[config.mk]
export PLATFORM = sky130hd
export DESIGN_NAME = sram_like_arbiter
export DESIGN_NICKNAME = d
export VERILOG_FILES = /design/src/rtl/sram_like_arbiter.sv
export SDC_FILE = /design/constraint.sdc
export NUM_CORES = 1
export LEC_CHECK = 0
export ABC_CLOCK_PERIOD_IN_PS = 2300
export BUFFER_PORTS_ARGS = -buffer_cell sky130_fd_sc_hd__buf_2
export CELL_PAD_IN_SITES_DETAIL_PLACEMENT = 1
export CELL_PAD_IN_SITES_GLOBAL_PLACEMENT = 2
export CORE_MARGIN = 3
export CORE_UTILIZATION = 13
export CTS_CLUSTER_SIZE = 20
export DETAILED_ROUTE_END_ITERATION = 7
export GPL_TIMING_DRIVEN = 0
export PLACE_DENSITY_LB_ADDON = 0.12
export SYNTH_ARGS = -nofsm -noshare
export SYNTH_HDL_FRONTEND = slang
export SYNTH_SLANG_ARGS = --single-unit
[constraint.sdc]
create_clock -name clk -period 2.3 [get_ports clk]
set_input_delay 0 -clock clk [delete_from_list [all_inputs] [get_ports clk]]
set_output_delay 0 -clock clk [all_outputs]
set_load 0.03 [all_outputs]
[src/rtl/sram_like_arbiter.sv]
// N-to-1 sram-like bus arbiter with an in-order queue that routes responses back to the issuing channel.
// Build option: define ARB_ROUND_ROBIN_EN for round-robin grants; fixed priority (highest index wins) otherwise.
module sram_like_arbiter #(
    parameter int NCH   = 2,
    parameter int DEPTH = 4
) (
    input  logic                  clk,
    input  logic                  resetn,
    input  logic [NCH-1:0]        m_req,
    input  logic [NCH-1:0]        m_wr,
    input  logic [2*NCH-1:0]      m_size,
    input  logic [4*NCH-1:0]      m_wstrb,
    input  logic [32*NCH-1:0]     m_addr,
    input  logic [32*NCH-1:0]     m_wdata,
    output logic [NCH-1:0]        m_addr_ok,
    output logic [NCH-1:0]        m_data_ok,
    output logic [31:0]           m_rdata,
    output logic                  s_req,
    output logic                  s_wr,
    output logic [1:0]            s_size,
    output logic [3:0]            s_wstrb,
    output logic [31:0]           s_addr,
    output logic [31:0]           s_wdata,
    input  logic                  s_addr_ok,
    input  logic                  s_data_ok,
    input  logic [31:0]           s_rdata,
    output logic [$clog2(DEPTH):0] outstanding
);

    localparam int IDW = ($clog2(NCH) > 1) ? $clog2(NCH) : 1;
    localparam int PW  = $clog2(DEPTH);

    // Handshake: s_req stays asserted with stable fields until s_addr_ok; m_addr_ok
    // and m_data_ok are single-cycle strobes in the cycle the downstream accepts/responds.
    typedef enum logic {
        ST_IDLE   = 1'b0,
        ST_LOCKED = 1'b1
    } state_t;

    state_t         state, state_next;
    logic [IDW-1:0] lock_id, lock_id_next;

    logic [IDW-1:0] q_mem [DEPTH];
    logic [PW-1:0]  head, tail;
    logic [PW:0]    count;

    logic [IDW-1:0] grant;
    logic           grant_valid;
    logic           req_sel, full, empty, accept, pop, locked;
    int             gi;

`ifdef ARB_ROUND_ROBIN_EN
    logic [IDW-1:0] rr_ptr;
    int             rr_idx;
`endif

    assign full   = (count == (PW+1)'(DEPTH));
    assign empty  = (count == '0);
    assign locked = (state == ST_LOCKED);

    // Grant selection; a pending request must not be swapped, so the lock wins.
    always_comb begin
        grant       = '0;
        grant_valid = 1'b0;
`ifdef ARB_ROUND_ROBIN_EN
        rr_idx      = 0;
`endif
        if (locked) begin
            grant       = lock_id;
            grant_valid = 1'b1;
        end else begin
`ifdef ARB_ROUND_ROBIN_EN
            for (int k = NCH - 1; k >= 0; k--) begin
                rr_idx = (int'(rr_ptr) + k) % NCH;
                if (m_req[rr_idx]) begin
                    grant       = IDW'(rr_idx);
                    grant_valid = 1'b1;
                end
            end
`else
            for (int i = 0; i < NCH; i++) begin
                if (m_req[i]) begin
                    grant       = IDW'(i);
                    grant_valid = 1'b1;
                end
            end
`endif
        end
    end

    assign gi      = int'(grant);
    assign req_sel = grant_valid & m_req[grant];
    assign s_req   = req_sel & ~full & resetn;
    assign accept  = s_req & s_addr_ok;
    assign pop     = s_data_ok & ~empty & resetn;

    // Lock FSM: state register
    always_ff @(posedge clk) begin
        if (!resetn) begin
            state   <= ST_IDLE;
            lock_id <= '0;
        end else begin
            state   <= state_next;
            lock_id <= lock_id_next;
        end
    end

    // Lock FSM: next state
    always_comb begin
        state_next   = ST_IDLE;
        lock_id_next = lock_id;
        if (s_req && !s_addr_ok) begin
            state_next   = ST_LOCKED;
            lock_id_next = grant;
        end
    end

    // Output decode
    always_comb begin
        m_addr_ok   = '0;
        m_data_ok   = '0;
        m_rdata     = '0;
        s_wr        = 1'b0;
        s_size      = '0;
        s_wstrb     = '0;
        s_addr      = '0;
        s_wdata     = '0;
        outstanding = '0;
        if (accept)
            m_addr_ok = NCH'(1) << grant;
        if (pop) begin
            m_data_ok = NCH'(1) << q_mem[head];
            m_rdata   = s_rdata;
        end
        if (resetn) begin
            s_wr        = m_wr[grant];
            s_size      = m_size[gi*2 +: 2];
            s_wstrb     = m_wstrb[gi*4 +: 4];
            s_addr      = m_addr[gi*32 +: 32];
            s_wdata     = m_wdata[gi*32 +: 32];
            outstanding = count;
        end
    end

    // Outstanding-transaction queue; a full queue blocks the push even if a pop happens.
    always_ff @(posedge clk) begin
        if (accept)
            q_mem[tail] <= grant;
    end

    always_ff @(posedge clk) begin
        if (!resetn) begin
            head  <= '0;
            tail  <= '0;
            count <= '0;
        end else begin
            if (accept)
                tail <= tail + PW'(1);
            if (pop)
                head <= head + PW'(1);
            case ({accept, pop})
                2'b10:   count <= count + (PW+1)'(1);
                2'b01:   count <= count - (PW+1)'(1);
                default: count <= count;
            endcase
        end
    end

`ifdef ARB_ROUND_ROBIN_EN
    always_ff @(posedge clk) begin
        if (!resetn)
            rr_ptr <= '0;
        else if (accept)
            rr_ptr <= (grant == IDW'(NCH - 1)) ? '0 : grant + IDW'(1);
    end
`endif

endmodule

==> results by stage <==
Hold path:
- The type of the tightest min-delay check is in2reg.

Power and ir drop:
- The sequential group share of total power is 20.4%.
- The clock power share is 21.9%.
- For this design the ratio of total power to cell area is 382 nW/µm².
- The static leakage power is 2.37 nW.
- The net switching power is 0.666 mW.
- Combinational logic is responsible for 57.7% of the overall power.
- The largest vdd supply drop is 257 µV.
- The design draws 1.52 mW.
- Internal power comes to 0.852 mW.
- In this run switching power makes up 43.9% of total power.

Clock tree:
- The later-pin clock latency in the skew report is 240 ps.
- The clock slew at the register clock pins of the worst setup and hold paths is 50 ps.
- The clock tree from TritonCTS is built.
- Counting every sink on the clock net gives 15.
- CTS placed an instance of sky130_fd_sc_hd__clkbuf_16 at the clock tree root.
- The number of buffers created by CTS is 3.
- The total number of H-tree levels is 1.
- The number of buffers on the longest clock path is 2.

Floorplan:
- The height of the die is 134 µm.
- The floorplan row count is 46.
- The initial utilization of the core area, before any placement, comes to 13.4%.
- In this run the standard cell core region covers 16000 µm².
- The die covers 18100 µm².
- The floorplan step set the die width to 134 µm.
- During I/O placement, the number of pins put on the boundary was 291.

Finish:
- The final layout net count is 825.
- The final standard cell utilization of the core is 24.8%.
- Relative to the synthesized area, the layout overhead comes to 85.5%.
- Of the cells placed in the final design, the portion with a size suffix greater than 1 is 49.1%.
- The fill cell total of the finished layout is 2106.
- The finished cells cover 3970 µm².

Flow run:
- The count of maximum capacitance violations is 0.

Drt:
- Across all layers, the routed design uses 3373 vias.
- Summed over all layers, the routed wires come to 12.3 mm.
- In the final routed layout, each cell accounts on average for 14.4 µm.
- Using the TritonRoute via totals, the vias-per-cell ratio works out to 3.95.
- The count of unresolved DRC violations after routing is 0.
- The detail route stage leaves a number of antenna-violating nets equal to 0.
- The number of iterations in the first detailed-routing pass is 4.
- The DRC marker count from the first detailed-route iteration is 48.

Setup path:
- The top fanout value on the critical path is 5.
- In this run the worst setup path terminates at count[2]$_SDFFE_PN0P_.
- For the worst setup path, the data arrival time is 2300 ps.
- The top cell family by delay on the critical path is adder cells.
- The first element of the critical path is count[0]$_SDFFE_PN0P_.
- The startpoint type of the worst setup path is a register.
- By startpoint and endpoint, the worst setup path is classified as reg2reg.
- Together, buffers and inverters on the worst path number 0.
- For this run, the slowest stage of the critical path takes 380 ps.
- The cell with the largest stage delay on the worst path is sky130_fd_sc_hd__dfxtp_2.
- The start of the worst register-to-register path is count[0]$_SDFFE_PN0P_.
- STA puts the critical path data required time at 2470 ps.
- The setup slack of the most critical reg-to-reg path is 170 ps.
- Counting buffers and inverters, the worst setup path is 8 cells deep.
- In this run the critical register-to-register path is captured at count[2]$_SDFFE_PN0P_.
- The signal on the critical path passes through or3b_1 -> o2111a_2 -> nand2_4 -> ha_2 -> fa_1 -> xnor2_1 -> or3_1 -> a21boi_0.
- The depth of the most critical reg-to-reg path is 8.
- The category of the worst setup path capture point is a register.

Synthesis:
- The total number of yosys warnings is 0.
- The synthesized flop and latch total is 15.
- Synthesis produced a netlist with a net count of 528.
- Synthesis produced 342 cells.
- Sequential cells were found to cover 15.9% of the synthesized design area.
- The mean area per synthesized cell is 6.26 µm².
- The cell area that synthesis handed to floorplanning was 2140 µm².
- The count of different cell masters after synthesis is 25.

Placed design:
- Once placement finished, the instance area stood at 3860 µm².
- The half-perimeter wire length after detailed placement is 10.7 mm.
- The count of input and output buffers is 289.
- Timing analysis after detailed placement gives a worst setup slack of -92.4 ps.
- The routability-driven placement congestion ratio is 0.697.

GRT:
- The pin count of the biggest net entering global routing is 14.
- The first global-routing pass estimated 18.3 mm of wire.
- The total congestion overflow after global routing is 0.
- The initial antenna violation count is 1.
- The total global routing track utilization is 12.3%.
- The via count of the first global-routing pass is 3522.

Timing:
- For this run, the top clock speed supported by timing is 469 MHz.
- The routed design could run at a clock period as short as 2130 ps.
- The max-slew violation count is 0.
- Across the routed clock network, the largest skew measured is 1.98 ps.
- The slew of the pin with the lowest slew margin is 517 ps.
- Of the available clock period, the critical path in the final layout requires 92.7%.
- The number of hold violations in the final report is 0.
- The final-report setup violation count is 0.
- The remaining max-slew budget at the tightest pin is 65.6%.
- The final critical-path setup slack is 167 ps.
- The final hold slack is 37.9 ps.
- Setup repair after global routing left no endpoint under its margin.

Outcome:
- The flow ran to the end, and the final reports show no timing, DRC or antenna violations.
-- synthesized netlist by cell type --
| library cell | n | area share [%] |
|---|---|---|
| sky130_fd_sc_hd__nand2_1 | 146 | 26 |
| sky130_fd_sc_hd__a21boi_0 | 73 | 26 |
| sky130_fd_sc_hd__and3_1 | 37 | 11 |
| sky130_fd_sc_hd__clkbuf_1 | 21 | 3.7 |
| sky130_fd_sc_hd__dfxtp_1 | 11 | 10 |
| sky130_fd_sc_hd__buf_2 | 10 | 2.3 |
| sky130_fd_sc_hd__and2_1 | 8 | 2.3 |
| sky130_fd_sc_hd__ha_1 | 5 | 2.9 |
| sky130_fd_sc_hd__mux2i_1 | 5 | 2.3 |
| sky130_fd_sc_hd__edfxtp_1 | 4 | 5.6 |
| sky130_fd_sc_hd__inv_1 | 3 | 0.53 |
| sky130_fd_sc_hd__xnor2_1 | 3 | 1.2 |
| sky130_fd_sc_hd__nor2_1 | 2 | 0.35 |
| sky130_fd_sc_hd__nor2b_1 | 2 | 0.58 |
| sky130_fd_sc_hd__or3b_1 | 2 | 0.82 |
| sky130_fd_sc_hd__fa_1 | 1 | 0.93 |
| sky130_fd_sc_hd__inv_2 | 1 | 0.18 |
| sky130_fd_sc_hd__mux4_2 | 1 | 1.1 |
| sky130_fd_sc_hd__nand2_2 | 1 | 0.29 |
| sky130_fd_sc_hd__nor2b_4 | 1 | 0.64 |
| sky130_fd_sc_hd__o2111a_2 | 1 | 0.58 |
| sky130_fd_sc_hd__o21ai_0 | 1 | 0.23 |
| sky130_fd_sc_hd__o31a_1 | 1 | 0.41 |
| sky130_fd_sc_hd__or3_1 | 1 | 0.29 |
| sky130_fd_sc_hd__xor2_1 | 1 | 0.41 |
-- layer usage --
metal / global-route usage, % / routed length [µm] / vias up
met5: 0 / 0 / -
met4: 1.53 / 102 / 0
met3: 2.03 / 774 / 8
met2: 25.1 / 6710 / 139
met1: 13.3 / 4690 / 1503
li1: - / - / 1723
-- per-stage QoR --
stage / TNS, ps / instances
floorplan: 0 / 342
global placement: -28.6 / 847
detailed placement: -92.4 / 847
CTS: 0 / 852
global route: 0 / 855
finish: 0 / 855
-- repair_timing --
item                       4_1_cts  5_1_grt
pin swaps                        1        1
gates resized for setup          2        2
setup endpoints to repair        1        1
setup buffers                    1        2
hold buffers                     0        0
-- final cells by class --
class	instances	area, µm²	share of cell area (%)
timing repair buffer	292	1470	37.0
sequential	15	343	8.63
tap	216	270	6.80
buffer	31	129	3.24
multi-input combinational	292	1670	41.9
antenna	1	2.50	0.0630
inverter	4	15.0	0.378
clock buffer	4	78.8	1.98
-- worst min-delay path by stage --
| stage | cells past startpoint | from | to |
|---|---|---|---|
| finish | 2 | s_addr_ok | locked$_SDFF_PN0_ |
| global route | 2 | s_addr_ok | locked$_SDFF_PN0_ |
| CTS | 2 | s_addr_ok | locked$_SDFF_PN0_ |
| detailed placement | 2 | s_addr_ok | locked$_SDFF_PN0_ |
| global placement | 2 | s_addr_ok | locked$_SDFF_PN0_ |
| floorplan | 1 | s_addr_ok | locked$_SDFF_PN0_ |
-- cell families (layout without fill, tap and decap cells) --
family	Yosys count	in the layout	synth area share (%)
muxes	6	6	3.39
DFF	15	15	15.9
other	0	1	0
AOI/OAI and AO/OA	76	76	26.8
buffers and inverters	35	331	6.72
and+or+nand+nor	200	200	41.7
xor gates and xnor gates	4	4	1.64
adders and majority gates	6	6	3.86
-- power groups by stage --
| stage | Sequential (mW) | Clock, mW | Combinational [mW] |
|---|---|---|---|
| 2_1_floorplan | 0.309 | 0 | 0.524 |
| 3_3_place_gp | 0.313 | 0 | 0.864 |
| 3_5_place_dp | 0.314 | 0 | 0.880 |
| 4_1_cts | 0.310 | 0.346 | 0.885 |
| 5_1_grt | 0.313 | 0.359 | 0.961 |
| 6_report | 0.309 | 0.333 | 0.876 |
-- cells in the final DEF, fill, tap and decap left out, types with 4 or more instances in the layout --
cell type                  synthesis  layout
sky130_fd_sc_hd__a21boi_0         73      73
sky130_fd_sc_hd__dfxtp_1          11       9
sky130_fd_sc_hd__clkbuf_1         21      22
sky130_fd_sc_hd__nand2_1         146     146
sky130_fd_sc_hd__buf_2            10     299
sky130_fd_sc_hd__and3_1           37      37
sky130_fd_sc_hd__edfxtp_1          4       4
sky130_fd_sc_hd__and2_1            8       8
sky130_fd_sc_hd__mux2i_1           5       5
sky130_fd_sc_hd__ha_1              5       4
No activity file was read; power rests on OpenSTA's default activity.
